<file path="src/rtl/sun_pll_lock_ctrl.sv">
// sun_pll_lock_ctrl
// Start-up sequencer and frequency-lock monitor for SUN_PLL, running on the
// PLL reference clock. It raises PWRUP_1V8, waits for the analog to settle,
// then counts feedback-divider toggles over fixed windows. A run of good
// windows declares LOCK; too many windows without lock declares FAIL.
module sun_pll_lock_ctrl #(
    parameter int SETTLE_CYC = 1024,
    parameter int WIN_CYC    = 256,
    parameter int EXP_CNT    = 64,
    parameter int TOL        = 2,
    parameter int LOCK_WINS  = 4,
    parameter int MAX_WINS   = 64,
    parameter int CW         = 10
) (
    input  logic          CK,
    input  logic          RST,
    input  logic          EN,
    input  logic          FB_TGL,
    output logic          PWRUP_1V8,
    output logic          LOCK,
    output logic          FAIL,
    output logic [2:0]    STATE,
    output logic [CW-1:0] CNT_LAST
);

    // Counter widths derived from the timing parameters.
    localparam int SW = (SETTLE_CYC > 1) ? $clog2(SETTLE_CYC) : 1;
    localparam int WW = (WIN_CYC > 1) ? $clog2(WIN_CYC) : 1;
    localparam int GW = $clog2(LOCK_WINS + 1);
    localparam int NW = $clog2(MAX_WINS + 1);

    // Good-window band; the lower edge is clamped so it never underflows.
    localparam int GOOD_LO = (EXP_CNT > TOL) ? (EXP_CNT - TOL) : 0;
    localparam int GOOD_HI = EXP_CNT + TOL;

    localparam logic [CW-1:0] CNT_MAX    = '1;
    localparam logic [SW-1:0] SETTLE_END = SW'(SETTLE_CYC - 1);
    localparam logic [WW-1:0] WIN_END    = WW'(WIN_CYC - 1);
    localparam logic [GW-1:0] LOCK_GOAL  = GW'(LOCK_WINS);
    localparam logic [NW-1:0] WIN_LIMIT  = NW'(MAX_WINS);

    typedef enum logic [2:0] {
        S_OFF    = 3'd0,
        S_SETTLE = 3'd1,
        S_ACQ    = 3'd2,
        S_LOCKED = 3'd3,
        S_FAIL   = 3'd4
    } state_t;

    state_t        state;
    state_t        state_next;

    // Feedback toggle synchronizer: two metastability flops plus a history flop.
    logic          fb_s1;
    logic          fb_s2;
    logic          fb_s3;
    logic          fb_edge;

    // Sequencing counters.
    logic [SW-1:0] settle_cnt;
    logic [WW-1:0] win_idx;
    logic [CW-1:0] edge_cnt;
    logic [GW-1:0] good_cnt;
    logic [NW-1:0] win_cnt;

    // Per-cycle decode of the window datapath.
    logic          settle_done;
    logic          run;
    logic          win_last;
    logic [CW-1:0] cnt_base;
    logic [CW-1:0] cnt_now;
    logic          cnt_good;
    logic [GW-1:0] gc_inc;
    logic [NW-1:0] wc_inc;
    logic          lock_hit;
    logic          fail_hit;

    // Registered-output precursors, derived from the next state.
    logic          pwrup_d;
    logic          lock_d;
    logic          fail_d;

    // Bring the asynchronous feedback toggle into the CK domain.
    always_ff @(posedge CK) begin
        if (RST) begin
            fb_s1 <= 1'b0;
            fb_s2 <= 1'b0;
            fb_s3 <= 1'b0;
        end else begin
            fb_s1 <= FB_TGL;
            fb_s2 <= fb_s1;
            fb_s3 <= fb_s2;
        end
    end

    // Either polarity of the divider toggle is one feedback unit.
    assign fb_edge = fb_s2 ^ fb_s3;

    // Window arithmetic: the count seen at the end of this cycle, and its verdict.
    always_comb begin
        settle_done = (state == S_SETTLE) && (settle_cnt == SETTLE_END);
        run         = EN && ((state == S_ACQ) || (state == S_LOCKED));
        win_last    = (win_idx == WIN_END);
        // A fresh window starts from zero so an edge in its first cycle still counts.
        cnt_base    = (win_idx == '0) ? '0 : edge_cnt;
        // Saturate rather than wrap: a runaway VCO must never look like a good count.
        cnt_now     = (fb_edge && (cnt_base != CNT_MAX)) ? cnt_base + CW'(1) : cnt_base;
        cnt_good    = (int'(cnt_now) >= GOOD_LO) && (int'(cnt_now) <= GOOD_HI);
        gc_inc      = cnt_good ? good_cnt + GW'(1) : '0;
        wc_inc      = win_cnt + NW'(1);
        lock_hit    = (gc_inc == LOCK_GOAL);
        fail_hit    = (wc_inc == WIN_LIMIT);
    end

    // FSM state and registered outputs.
    always_ff @(posedge CK) begin
        if (RST) begin
            state     <= S_OFF;
            PWRUP_1V8 <= 1'b0;
            LOCK      <= 1'b0;
            FAIL      <= 1'b0;
        end else begin
            state     <= state_next;
            PWRUP_1V8 <= pwrup_d;
            LOCK      <= lock_d;
            FAIL      <= fail_d;
        end
    end

    // Next-state decode; dropping EN beats any event landing in the same cycle.
    always_comb begin
        state_next = state;
        if (!EN) begin
            state_next = S_OFF;
        end else begin
            case (state)
                S_OFF:    state_next = S_SETTLE;
                S_SETTLE: if (settle_done) state_next = S_ACQ;
                S_ACQ: begin
                    // Lock is checked first so it wins over a simultaneous timeout.
                    if (win_last) begin
                        if (lock_hit)      state_next = S_LOCKED;
                        else if (fail_hit) state_next = S_FAIL;
                    end
                end
                S_LOCKED: if (win_last && !cnt_good) state_next = S_ACQ;
                S_FAIL:   state_next = S_FAIL;
                default:  state_next = S_OFF;
            endcase
        end
    end

    // Output decode from the next state so every output leaves a flop.
    always_comb begin
        pwrup_d = (state_next == S_SETTLE) || (state_next == S_ACQ) ||
                  (state_next == S_LOCKED);
        lock_d  = (state_next == S_LOCKED);
        fail_d  = (state_next == S_FAIL);
    end

    // Settle timer; idles at zero outside SETTLE so each power-up gets the full wait.
    always_ff @(posedge CK) begin
        if (RST) begin
            settle_cnt <= '0;
        end else if (EN && (state == S_SETTLE)) begin
            settle_cnt <= settle_cnt + SW'(1);
        end else begin
            settle_cnt <= '0;
        end
    end

    // Window counter, edge counter and the good/attempt bookkeeping.
    always_ff @(posedge CK) begin
        if (RST) begin
            win_idx  <= '0;
            edge_cnt <= '0;
            good_cnt <= '0;
            win_cnt  <= '0;
            CNT_LAST <= '0;
        end else if (!run) begin
            // Held clear outside measurement so ACQ always begins on a window boundary.
            win_idx  <= '0;
            edge_cnt <= '0;
            good_cnt <= '0;
            win_cnt  <= '0;
        end else begin
            win_idx  <= win_last ? '0 : win_idx + WW'(1);
            edge_cnt <= cnt_now;
            if (win_last) begin
                CNT_LAST <= cnt_now;
                if (state == S_ACQ) begin
                    good_cnt <= gc_inc;
                    if (!lock_hit) win_cnt <= wc_inc;
                end else if (!cnt_good) begin
                    // Losing lock restarts acquisition with a fresh attempt budget.
                    good_cnt <= '0;
                    win_cnt  <= '0;
                end
            end
        end
    end

    assign STATE = state;

endmodule
</file>
<file path="config.mk">
export PLATFORM = sky130hd
export DESIGN_NAME = sun_pll_lock_ctrl
export DESIGN_NICKNAME = d
export VERILOG_FILES = /design/src/rtl/sun_pll_lock_ctrl.sv
export SDC_FILE = /design/constraint.sdc
export NUM_CORES = 1
export LEC_CHECK = 0
export CAP_MARGIN = 20
export CELL_PAD_IN_SITES_DETAIL_PLACEMENT = 0
export CELL_PAD_IN_SITES_GLOBAL_PLACEMENT = 1
export CORE_ASPECT_RATIO = 1.4
export CORE_UTILIZATION = 44
export DETAILED_ROUTE_END_ITERATION = 10
export GPL_TIMING_DRIVEN = 0
export PLACE_DENSITY_LB_ADDON = 0.1
export SLEW_MARGIN = 5
export SYNTH_ARGS = -nofsm -noshare
export SYNTH_HDL_FRONTEND = slang
export SYNTH_SLANG_ARGS = --single-unit
export TNS_END_PERCENT = 10
</file>
<file path="constraint.sdc">
create_clock -name CK -period 4.9 [get_ports CK]
set_input_delay 0.98 -clock CK [delete_from_list [all_inputs] [get_ports CK]]
set_output_delay 0.98 -clock CK [all_outputs]
set_load 0.05 [all_outputs]
</file>
==> results.ini, run 1 <==
[drt]
dr.first_iter.drc_count = 89
drtAntennaViolNets = 0
drcViolationCount = 0
first_pass_iters = 4
wirelength_um = 6326
routed_via_density = 5.509
wire_per_inst_um = 14.64
via_count = 2380

[sta]
finalWorstSetupSlack_ps = 497.8
min_period_ps = 4402
min_period_over_period = 0.8984
hold_viol = 0
setup-tns-final_ps = 0
finalSetupViolCount = 0
relSlewSlack = 0.5041
worst_pin_slew_ps = 737.5
maxSlewViolCount = 0
holdWs_ps = 438.5
finClkSkew_ps = 6.379
fmax_mhz = 227.2
rsz0062_at_grt = false

[power]
powerDensity_mw_per_mm2 = 263.3
leakagePower_uw = 0.001112
p_seq_frac = 0.544
power.internal_uw = 663.1
peakVddDrop_mv = 0.1550
clkPwrFrac = 0.434
share_comb_of_total_power = 0.022
power_uw = 858.9
switching_share = 0.2280
switchingPower_uw = 195.8

[yosys]
synthTopCellsByCount = dfxtp_1 (57), nor2_1 (42), nand2_1 (27)
synthTopCellsByArea = dfxtp_1 (40%), nor2_1 (5.6%), xor2_1 (4.3%), nand2_1 (3.6%), a21oi_1 (3.0%)
ys_warn_count = 0
synthesis.instances = 326
synth.avg_cell_area_um2 = 8.651
ys_types = 57
async_flop_share = 0
synth_area_mm2 = 0.002820
seq_area_frac_synth = 0.4046
synth_seq_cells = 57
syn_nets = 336
yosysMostFrequentCell = dfxtp_1
ys.flop_type = dfxtp_1
synth_top_area_frac = 0.4046
synth_edf_count = 0
synth_top_area_cell = dfxtp_1

[worst_hold_path]
hp-class = flip-flop to flip-flop

[clock_network]
cts_resized = 0
cts_max_level = 3
clk_latency_ps = 340
cts.sinks = 57
cts_hold_buf = 0
numCtsBuffers = 9
cts_tree = yes
cts.path.max_buffers = 2
clk_pin_slew_ps = 60
clockRootBuffer = clkbuf_8
cts_setup_buffers = 0

[cells_and_area]
nNetsFinal = 366
n_fill_cell = 616
area_growth_pct = 15.66
drive_above_1_share = 0.1111
num_antenna_cells = 0

[floorplan]
ios = 20
rows = 34
die_w_um = 69.66
fp.coreArea_mm2 = 0.006211
dieArea_mm2 = 0.006738
start_util = 0.4541
die_h_um = 96.73

[job]
cap_viol_max_count = 0

[global_route]
grt_pass1_vias = 2333
grt-ovfl-total = 0
antenna_found_initial = 0
track_usage = 0.2053
grt_max_degree = 11
grt_first_pass_wirelength_um = 10990

[placement]
dp.final_hpwl_um = 4555
portBuffers = 19
gp_congestion = 0.7834
place_ws_ps = 541.5

[run_status]
status = finished clean

[setup_path]
start_kind = flip-flop
endpoint_kind = flip-flop
cp.required_ps = 5100
cp.arrival_ps = 4600
cp_max_fo = 10
crit_type = flip-flop to flip-flop

==> cell type report <==
class / count / area, um^2 / share of cell area
Sequential cell: 57 / 1141 / 0.3498
Buffer: 11 / 55.05 / 0.01688
Tap cell: 72 / 90.09 / 0.02762
Clock buffer: 11 / 141.4 / 0.04334
Clock inverter: 4 / 20.02 / 0.006137
Inverter: 8 / 30.03 / 0.009206
Timing Repair Buffer: 19 / 190.2 / 0.05830
Multi-Input combinational cell: 250 / 1594 / 0.4887
==> kinds of logic after synthesis <==
group | synth area share
and+or+nand+nor | 0.2902
AOI/OAI and AO/OA | 0.1659
DFF | 0.4046
xor gates and xnor gates | 0.06788
buffers and inverters | 0.03017
adders and majority gates | 0.02662
muxes | 0.01464
==> power by group through the flow <==
stage	registers (uW)	logic (uW)	clock network (uW)
after floorplan	480	8.13	0
after global placement	478	18.4	0
after detailed placement	478	18.6	0
after CTS	467	18.8	386
after global routing	467	20.1	408
final	467	18.7	373
==> metal layers <==
metal	routed length [um]	global-route usage
met2	3219	0.3547
met3	149	0.04792
met4	119	0.09692
met5	0	0
met1	2837	0.2364
==> cell usage in the layout (no fill, tap or decap), types with 3 or more instances in the layout <==
master           count
clkbuf_1             8
clkinv_2             4
xnor2_1              6
nand2_1             27
a31oi_1              3
nand2b_1             6
nor2b_1              6
nand3_1             12
nand4_1              9
a21oi_2              7
ha_1                 6
dfxtp_1             57
clkdlybuf4s50_1     19
a21oi_1             17
or4_1                4
and2_1              11
xor2_1              14
o21ai_0             12
inv_1                8
nor3_1              10
o211ai_1             3
clkbuf_8            10
o31ai_1              3
o21ai_2              3
and3_1              10
nor2_1              42
mux2i_1              3
==> registers in the layout, indices dropped and copies added, names as in the netlist <==
register	cells
good_cnt	3
fb_s1	1
edge_cnt	10
win_idx	8
fb_s3	1
CNT_LAST	10
fb_s2	1
STATE	3
PWRUP_1V8	1
win_cnt	7
LOCK	1
settle_cnt	10
FAIL	1
==> path summary, 6_finish.rpt <==
check | start | to | slack, ps | cells after the start
max | win_idx[0] | win_cnt[5] | 500 | 16
min | fb_s1 | fb_s2 | 440 | 1
max reg2reg | win_idx[0] | win_cnt[5] | 500 | 16
min reg2reg | fb_s1 | fb_s2 | 440 | 1
==> stage by stage <==
step                  util  instances  cell area [um^2]
floorplan                -        326              2820
global placement    0.4992        417              3100
detailed placement  0.4992        417              3100
CTS                 0.5252        432              3262
global route        0.5252        432              3262
finish              0.5252        432              3262
==> worst max-delay path, stage by stage (launching register included) <==
cell      delay, ps
dfxtp_1         360
inv_1            70
ha_1            130
or4b_4          460
or4_1           390
buf_2           190
and2_1          190
ha_1            290
nand4_1         250
o211ai_1        240
or4_1           510
nand2_1         170
nand4_1         230
a211oi_4        380
buf_6           200
nand3b_1        130
a21oi_2          60
(Power assumes the default switching activity.)
==> run 2, diff against run 1 <==
- clock period: 4.9 -> 5 ns (I/O delays scaled with it)
==> results of run 2 <==
The final DEF is identical to that of run 1. Status: finished clean.
Main changes from that run: setup slack after placement 541.5 ps -> 641.5 ps; setup slack after layout 497.8 ps -> 597.8 ps; register-to-register setup slack 500 ps -> 600 ps; total power 858.9 uW -> 841.8 uW; worst IR drop on VDD 0.1550 mV -> 0.1519 mV
==> run 3, diff against run 2 <==
- GPL_ROUTABILITY_DRIVEN: unset -> 0
==> results of run 3 <==
The final DEF is identical to that of run 1. Status: finished clean.
Main changes from that run: setup slack after placement 541.5 ps -> 641.5 ps; setup slack after layout 497.8 ps -> 597.8 ps; register-to-register setup slack 500 ps -> 600 ps; total power 858.9 uW -> 841.8 uW; worst IR drop on VDD 0.1550 mV -> 0.1519 mV
